`src/rtl/fir_stream.sv`:
```
// Transposed-form streaming FIR: y[n] = sum c[k]*x[n-k] with zero history at each packet start.
// Latency: 1 cycle from input acceptance to m00_axis_tvalid, one sample per cycle sustained.
// Backpressure: one-deep output register; input ready only while the output slot is free or draining.
module fir_stream #(
    parameter int C_S00_AXIS_TDATA_WIDTH = 32,
    parameter int C_M00_AXIS_TDATA_WIDTH = 32,
    parameter int NUM_TAPS               = 8,
    parameter int COEFF_WIDTH            = 8,
    parameter int SATURATE               = 0
) (
    input  logic                                     clk,
    input  logic                                     rst_in,
    input  logic                                     s00_axis_tvalid,
    output logic                                     s00_axis_tready,
    input  logic signed [C_S00_AXIS_TDATA_WIDTH-1:0] s00_axis_tdata,
    input  logic                                     s00_axis_tlast,
    output logic                                     m00_axis_tvalid,
    input  logic                                     m00_axis_tready,
    output logic signed [C_M00_AXIS_TDATA_WIDTH-1:0] m00_axis_tdata,
    output logic                                     m00_axis_tlast,
    input  logic                                     coeff_wr,
    input  logic        [$clog2(NUM_TAPS)-1:0]       coeff_addr,
    input  logic signed [COEFF_WIDTH-1:0]            coeff_data,
    output logic                                     busy
);

    localparam int IN_W  = C_S00_AXIS_TDATA_WIDTH;
    localparam int OUT_W = C_M00_AXIS_TDATA_WIDTH;
    localparam int AW    = $clog2(NUM_TAPS);
    // Wide enough that a full sum of NUM_TAPS worst-case products never overflows.
    localparam int ACC_W = IN_W + COEFF_WIDTH + AW;

    typedef enum logic {
        IDLE    = 1'b0,
        RUNNING = 1'b1
    } state_t;

    state_t                    state_q;
    logic                      busy_q;
    logic signed [COEFF_WIDTH-1:0] c_q  [NUM_TAPS];
    logic signed [ACC_W-1:0]   z_q  [NUM_TAPS-1];
    logic signed [ACC_W-1:0]   z_d  [NUM_TAPS-1];
    logic signed [ACC_W-1:0]   prod [NUM_TAPS];
    logic signed [ACC_W-1:0]   acc;
    logic signed [OUT_W-1:0]   y_res;
    logic signed [OUT_W-1:0]   m_dat_q;
    logic                      m_vld_q;
    logic                      m_last_q;
    logic                      accept;

    assign s00_axis_tready = !m_vld_q || m00_axis_tready;
    assign accept          = s00_axis_tvalid && s00_axis_tready;
    assign m00_axis_tvalid = m_vld_q;
    assign m00_axis_tdata  = m_dat_q;
    assign m00_axis_tlast  = m_last_q;
    assign busy            = busy_q;

    // Broadcast the input sample to every tap and form the next partial-sum chain.
    always_comb begin
        for (int k = 0; k < NUM_TAPS; k++) begin
            prod[k] = ACC_W'(s00_axis_tdata) * ACC_W'(c_q[k]);
        end
        for (int k = 0; k < NUM_TAPS - 2; k++) begin
            z_d[k] = prod[k+1] + z_q[k+1];
        end
        z_d[NUM_TAPS-2] = prod[NUM_TAPS-1];
        acc = prod[0] + z_q[0];
    end

    // Reduce the full-precision result to the output width.
    generate
        if (OUT_W >= ACC_W) begin : g_ext
            assign y_res = OUT_W'(acc);
        end else if (SATURATE != 0) begin : g_sat
            localparam logic signed [ACC_W-1:0] SAT_MAX =
                {{(ACC_W-OUT_W+1){1'b0}}, {(OUT_W-1){1'b1}}};
            localparam logic signed [ACC_W-1:0] SAT_MIN =
                {{(ACC_W-OUT_W+1){1'b1}}, {(OUT_W-1){1'b0}}};
            // Clamp out-of-range sums to the nearest representable output value.
            always_comb begin
                y_res = acc[OUT_W-1:0];
                if (acc > SAT_MAX) begin
                    y_res = SAT_MAX[OUT_W-1:0];
                end else if (acc < SAT_MIN) begin
                    y_res = SAT_MIN[OUT_W-1:0];
                end
            end
        end else begin : g_wrap
            assign y_res = acc[OUT_W-1:0];
        end
    endgenerate

    // Output register and partial-sum history; tlast wipes history for the next packet.
    always_ff @(posedge clk) begin
        if (rst_in) begin
            m_vld_q  <= 1'b0;
            m_last_q <= 1'b0;
            m_dat_q  <= '0;
            for (int k = 0; k < NUM_TAPS - 1; k++) begin
                z_q[k] <= '0;
            end
        end else if (accept) begin
            m_vld_q  <= 1'b1;
            m_last_q <= s00_axis_tlast;
            m_dat_q  <= y_res;
            for (int k = 0; k < NUM_TAPS - 1; k++) begin
                z_q[k] <= s00_axis_tlast ? '0 : z_d[k];
            end
        end else if (m00_axis_tready) begin
            m_vld_q <= 1'b0;
        end
    end

    // Packet tracking FSM; busy is registered alongside the state.
    always_ff @(posedge clk) begin
        if (rst_in) begin
            state_q <= IDLE;
            busy_q  <= 1'b0;
        end else begin
            case (state_q)
                IDLE: begin
                    if (accept && !s00_axis_tlast) begin
                        state_q <= RUNNING;
                        busy_q  <= 1'b1;
                    end
                end
                RUNNING: begin
                    if (accept && s00_axis_tlast) begin
                        state_q <= IDLE;
                        busy_q  <= 1'b0;
                    end
                end
                default: begin
                    state_q <= IDLE;
                    busy_q  <= 1'b0;
                end
            endcase
        end
    end

    // Coefficients change only between packets so a packet never sees mixed taps.
    always_ff @(posedge clk) begin
        if (rst_in) begin
            for (int k = 0; k < NUM_TAPS; k++) begin
                c_q[k] <= (k == 0) ? {{(COEFF_WIDTH-1){1'b0}}, 1'b1} : '0;
            end
        end else if (coeff_wr && (state_q == IDLE) && !accept
                     && (int'(coeff_addr) < NUM_TAPS)) begin
            c_q[coeff_addr] <= coeff_data;
        end
    end

endmodule

```
`config.mk`:
```
export PLATFORM = sky130hd
export DESIGN_NAME = fir_stream
export DESIGN_NICKNAME = d
export VERILOG_FILES = /design/src/rtl/fir_stream.sv
export SDC_FILE = /design/constraint.sdc
export NUM_CORES = 2
export LEC_CHECK = 0
export CORE_ASPECT_RATIO = 1.5
export CORE_UTILIZATION = 45
export CTS_CLUSTER_DIAMETER = 150
export DETAILED_ROUTE_END_ITERATION = 8
export PLACE_DENSITY = 0.71
export SETUP_SLACK_MARGIN = 0.1
export SKIP_LAST_GASP = 1
export SYNTH_ARGS = -nofsm -noshare
export SYNTH_HDL_FRONTEND = slang
export SYNTH_SLANG_ARGS = --single-unit
```
`constraint.sdc`:
```
create_clock -name clk -period 14.1 [get_ports clk]
set_input_delay 3.525 -clock clk [delete_from_list [all_inputs] [get_ports clk]]
set_output_delay 3.525 -clock clk [all_outputs]
set_load 0.02 [all_outputs]
```
==> qor_table.md <==
| Quantity | This run |
|:---|:---|
| Run status | completed |
| Overall die width | 326.3 um |
| Sequential fraction of design power | 0.092 |
| First-pass GRT wire length | 304.3 mm |
| DRC | 0 |
| Crit path kind | primary input to flop |
| Cell types with the largest area share after synthesis | sky130_fd_sc_hd__fa_1 (41%), sky130_fd_sc_hd__edfxtp_1 (12%), sky130_fd_sc_hd__and2_1 (9.5%) |
| Mean Syn Cell Area | 9.609 um2 |
| GP Congestion | 0.9011 |
| Standard cell with the maximum stage delay on the critical path | sky130_fd_sc_hd__buf_4 |
| Aggregate negative setup slack | 0 ps |
| Count of H-tree levels built during CTS | 2 |
| Shortest clock period the worst path allows after layout | 9705 ps |
| Boundary pin count | 85 |
| Number of nets still failing antenna checks after routing | 0 |
| Cts repair resizes | 0 |
| Lkg Pwr | 36.13 nW |
| Cts bufs inserted | 40 |
| Number of synthesized flops with an enable pin | 288 |
| Cell with the most instances after synthesis | sky130_fd_sc_hd__fa_1 |
| Clock latency on the worst-skew pair | 620 ps |
| Clock skew | 27.61 ps |
| Max Transition Viols Final | 0 |
| Post-synthesis instance area | 0.07097 mm2 |
| Buffers on Ports | 84 |
| Net count, final | 9232 |
| Reported net switching power | 0.008523 W |
| Count of buffering cells on the critical path with inverters included | 5 |
| Clock tree from TritonCTS | built |
| Synth warnings | 0 |
| Maximum Capacitance Violations | 0 |
| Worst-case clock buffer depth | 3 |
| Fraction of the cycle the final worst path needs | 0.6883 |
| Required time reported for the critical path endpoint | 14420 ps |
| Switching share of power | 0.5175 |
| Number of placement rows | 178 |
| Die height | 488.4 um |
| Highest net fanout along the worst path | 37 |
| WL final | 186.3 mm |
| Setup bufs post-CTS | 0 |
| CTS Sinks | 324 |
| Overflow after GRT | 0 |
| Estimated wirelength of the detail-placed design | 139.9 mm |
| Top cell type by total area after synthesis | sky130_fd_sc_hd__fa_1 |
| Die area | 0.1593 mm2 |
| Core Region | 0.1568 mm2 |
| Number of antenna violations at the first check in global routing | 15 |
| Most numerous cell types in the synthesized netlist | sky130_fd_sc_hd__fa_1 (1466), sky130_fd_sc_hd__inv_1 (1222), sky130_fd_sc_hd__and2_1 (1079) |
| Highest ir drop seen on vdd | 0.1652 mV |
| P&R area growth vs syn | 5.289% |
| Ordered list of cells on the worst path | buf_2 -> buf_4 -> nand2_1 -> fa_1 -> inv_1 -> fa_1 -> inv_1 -> fa_1 -> inv_1 -> fa_1 -> fa_1 -> ha_1 -> nand2_1 -> o211ai_1 -> nor4_1 -> o31ai_1 -> a21oi_1 -> o311ai_1 -> nor3_1 -> o21bai_1 -> a21oi_1 -> xnor2_1 -> nor2_1 |
| Gate family responsible for the most delay along the worst path | adder cells |
| Number of buffers inserted by hold repair at cts | 0 |
| Post-synth top flop | sky130_fd_sc_hd__edfxtp_1 |
| Clock root buffer master | sky130_fd_sc_hd__clkbuf_16 |
| Layout cell share with drive strength beyond 1 | 0.03008 |
| Power per cell area | 220.4 mW/mm2 |
| Crit path top cell by count | sky130_fd_sc_hd__fa_1 |
| Part of the Yosys area used for sequential elements | 0.1320 |
| Element type at the critical path end | flop |
| CP arrival | 10030 ps |
| Min-delay worst type | flop to flop |
| Share of power burned in combinational logic | 0.841 |
| DRC violation total after the first TritonRoute iteration | 2802 |
| CP peak stage delay | 590 ps |
| Async set-or-reset flop fraction in the synthesized netlist | 0 |
| Top-area cell type share of the netlist area | 0.4135 |
| Final setup violating endpoints | 0 |
| Worst Setup Start Kind | primary input |
| Initial core utilization | 0.4527 |
| Cells after synthesis | 7386 |
| Clock-pin slew reported for the worst setup and hold paths after clock tree synthesis | 60 ps |
| Slew @ Worst Pin | 1234 ps |
| Clk pwr share | 0.067 |
| Maximum clock frequency | 103.0 MHz |
| Count of TritonRoute iterations in the first routing pass | 6 |
| Number of global-route vias before repair | 57220 |
| Routed wire per std cell | 20.05 um |
| Synthesis-stage register bit count | 324 |
| Slew headroom | 0.1772 |
| Power Internal | 0.007945 W |
| Pin count of the biggest net entering global routing | 99 |
| Total number of vias | 50670 |
| Setup repair after global routing missed its margin | false |
| Count of unique library cells instantiated by Yosys | 84 |
| Final Hold Viols | 0 |
| Total of fill cells in the finished design | 14570 |
| Net count after synthesis | 9436 |
| Final design utilization | 0.4766 |
| GRT Resource Usage Total | 0.2443 |
| Post-DR vias/cell | 5.453 |
## final timing paths
| path | slack (ps) | cells after the start | from | end |
|---|---|---|---|---|
| max | 4390 | 23 | s00_axis_tdata[5] | z_q[0][203] |
| min | 450 | 2 | m00_axis_tdata[15] | m00_axis_tdata[15] |
| max reg2reg | 7480 | 18 | c_q[4][3] | z_q[0][158] |
| min reg2reg | 450 | 2 | m00_axis_tdata[15] | m00_axis_tdata[15] |
## layer usage
metal,GRT usage,routed length [um],vias up
met1,0.2638,64800,26390
met5,0,41,-
met4,0.1453,12330,6
met3,0.02872,9149,631
met2,0.4547,100000,1583
li1,-,-,22060
## flip-flops by register name, indices dropped and copies added (netlist names), named ones only
register         count
busy                 1
c_q                 64
m00_axis_tdata      32
m00_axis_tlast       1
m00_axis_tvalid      1
z_q                224
## metrics by stage
stage | cell area [um2] | power (W) | cells | setup WS (ps) | hold slack (ps)
global route | 74720 | 0.01838 | 9288 | 4116 | 478.9
floorplan | 70970 | 0.01211 | 7386 | 4149 | 444.0
detailed placement | 73350 | 0.01532 | 9210 | 3917 | 446.9
finish | 74730 | 0.01647 | 9292 | 4395 | 452.4
CTS | 74710 | 0.01656 | 9283 | 4518 | 454.5
global placement | 73350 | 0.01503 | 9210 | 3872 | 441.8
## area by class of cell
cell class / instances / area (um2) / share of cell area
antenna: 9 / 22.52 / 0.0003014
clock buffer: 48 / 1094 / 0.01463
clock inverter: 25 / 266.5 / 0.003566
inverter: 1223 / 4598 / 0.06153
multi-input combinational: 5429 / 55490 / 0.7426
sequential: 324 / 9369 / 0.1254
tap: 2070 / 2590 / 0.03466
timing repair buffer: 164 / 1296 / 0.01735
## cells in the final DEF (no fill, tap or decap), types with 7 or more instances in the layout
| cell | synthesis | layout |
|---|---|---|
| sky130_fd_sc_hd__or2_2 | 13 | 13 |
| sky130_fd_sc_hd__dfxtp_1 | 36 | 36 |
| sky130_fd_sc_hd__nor3_1 | 48 | 48 |
| sky130_fd_sc_hd__inv_1 | 1222 | 1221 |
| sky130_fd_sc_hd__nand2b_1 | 69 | 69 |
| sky130_fd_sc_hd__nor3b_1 | 18 | 18 |
| sky130_fd_sc_hd__nor2_1 | 381 | 380 |
| sky130_fd_sc_hd__and3_1 | 54 | 54 |
| sky130_fd_sc_hd__o21ai_0 | 57 | 57 |
| sky130_fd_sc_hd__nor2b_1 | 73 | 73 |
| sky130_fd_sc_hd__ha_1 | 535 | 535 |
| sky130_fd_sc_hd__and2_1 | 1079 | 1078 |
| sky130_fd_sc_hd__fa_1 | 1466 | 1466 |
| sky130_fd_sc_hd__clkbuf_16 | 0 | 42 |
| sky130_fd_sc_hd__a31oi_1 | 14 | 14 |
| sky130_fd_sc_hd__a22o_1 | 10 | 10 |
| sky130_fd_sc_hd__o21ai_1 | 51 | 51 |
| sky130_fd_sc_hd__o31ai_1 | 7 | 7 |
| sky130_fd_sc_hd__xor2_1 | 108 | 108 |
| sky130_fd_sc_hd__nand4_1 | 15 | 15 |
| sky130_fd_sc_hd__a21o_1 | 94 | 94 |
| sky130_fd_sc_hd__o21bai_1 | 15 | 15 |
| sky130_fd_sc_hd__diode_2 | 0 | 9 |
| sky130_fd_sc_hd__a21oi_1 | 195 | 195 |
| sky130_fd_sc_hd__xnor2_1 | 171 | 171 |
| sky130_fd_sc_hd__o211ai_1 | 10 | 10 |
| sky130_fd_sc_hd__buf_2 | 0 | 29 |
| sky130_fd_sc_hd__edfxtp_1 | 288 | 288 |
| sky130_fd_sc_hd__nand2_1 | 747 | 746 |
| sky130_fd_sc_hd__buf_4 | 0 | 80 |
| sky130_fd_sc_hd__clkdlybuf4s50_1 | 0 | 55 |
| sky130_fd_sc_hd__a211oi_1 | 39 | 39 |
| sky130_fd_sc_hd__o21a_1 | 24 | 24 |
| sky130_fd_sc_hd__nand3_1 | 40 | 40 |
## kinds of logic (layout without fill, tap and decap cells)
| logic type | Yosys count | in the layout | synth area share |
|---|---|---|---|
| and+or+nand+nor | 2570 | 2570 | 0.1863 |
| DFF | 324 | 324 | 0.1320 |
| other | 0 | 9 | 0 |
| adders and majority gates | 2001 | 2001 | 0.5078 |
| xor gates and xnor gates | 279 | 279 | 0.03443 |
| buffers and inverters | 1633 | 1460 | 0.08636 |
| AOI/OAI and AO/OA | 578 | 578 | 0.05290 |
| muxes | 1 | 1 | 0.0001410 |
## worst reg2reg max path: stages (launching register included)
cell and delay [ps]:
sky130_fd_sc_hd__edfxtp_1 1130, sky130_fd_sc_hd__nand2_1 240, sky130_fd_sc_hd__fa_1 550, sky130_fd_sc_hd__fa_1 550, sky130_fd_sc_hd__inv_1 50, sky130_fd_sc_hd__fa_1 460
sky130_fd_sc_hd__fa_1 510, sky130_fd_sc_hd__fa_1 420, sky130_fd_sc_hd__ha_1 310, sky130_fd_sc_hd__inv_1 70, sky130_fd_sc_hd__o21ai_1 250, sky130_fd_sc_hd__a31oi_2 180
sky130_fd_sc_hd__o31ai_2 500, sky130_fd_sc_hd__a31oi_1 280, sky130_fd_sc_hd__o31ai_1 370, sky130_fd_sc_hd__nand2_1 130, sky130_fd_sc_hd__a21oi_1 170, sky130_fd_sc_hd__xor2_1 80
sky130_fd_sc_hd__and2_1 150
## power by group through the flow
stage	clock network, W	logic [W]	registers (W)
after CTS	0.00113	0.0139	0.00151
after floorplan	0	0.0106	0.00148
final	0.00111	0.0138	0.00151
after detailed placement	0	0.0138	0.00153
after global routing	0.00116	0.0157	0.00153
after global placement	0	0.0135	0.00152
(Power assumes the default switching activity.)
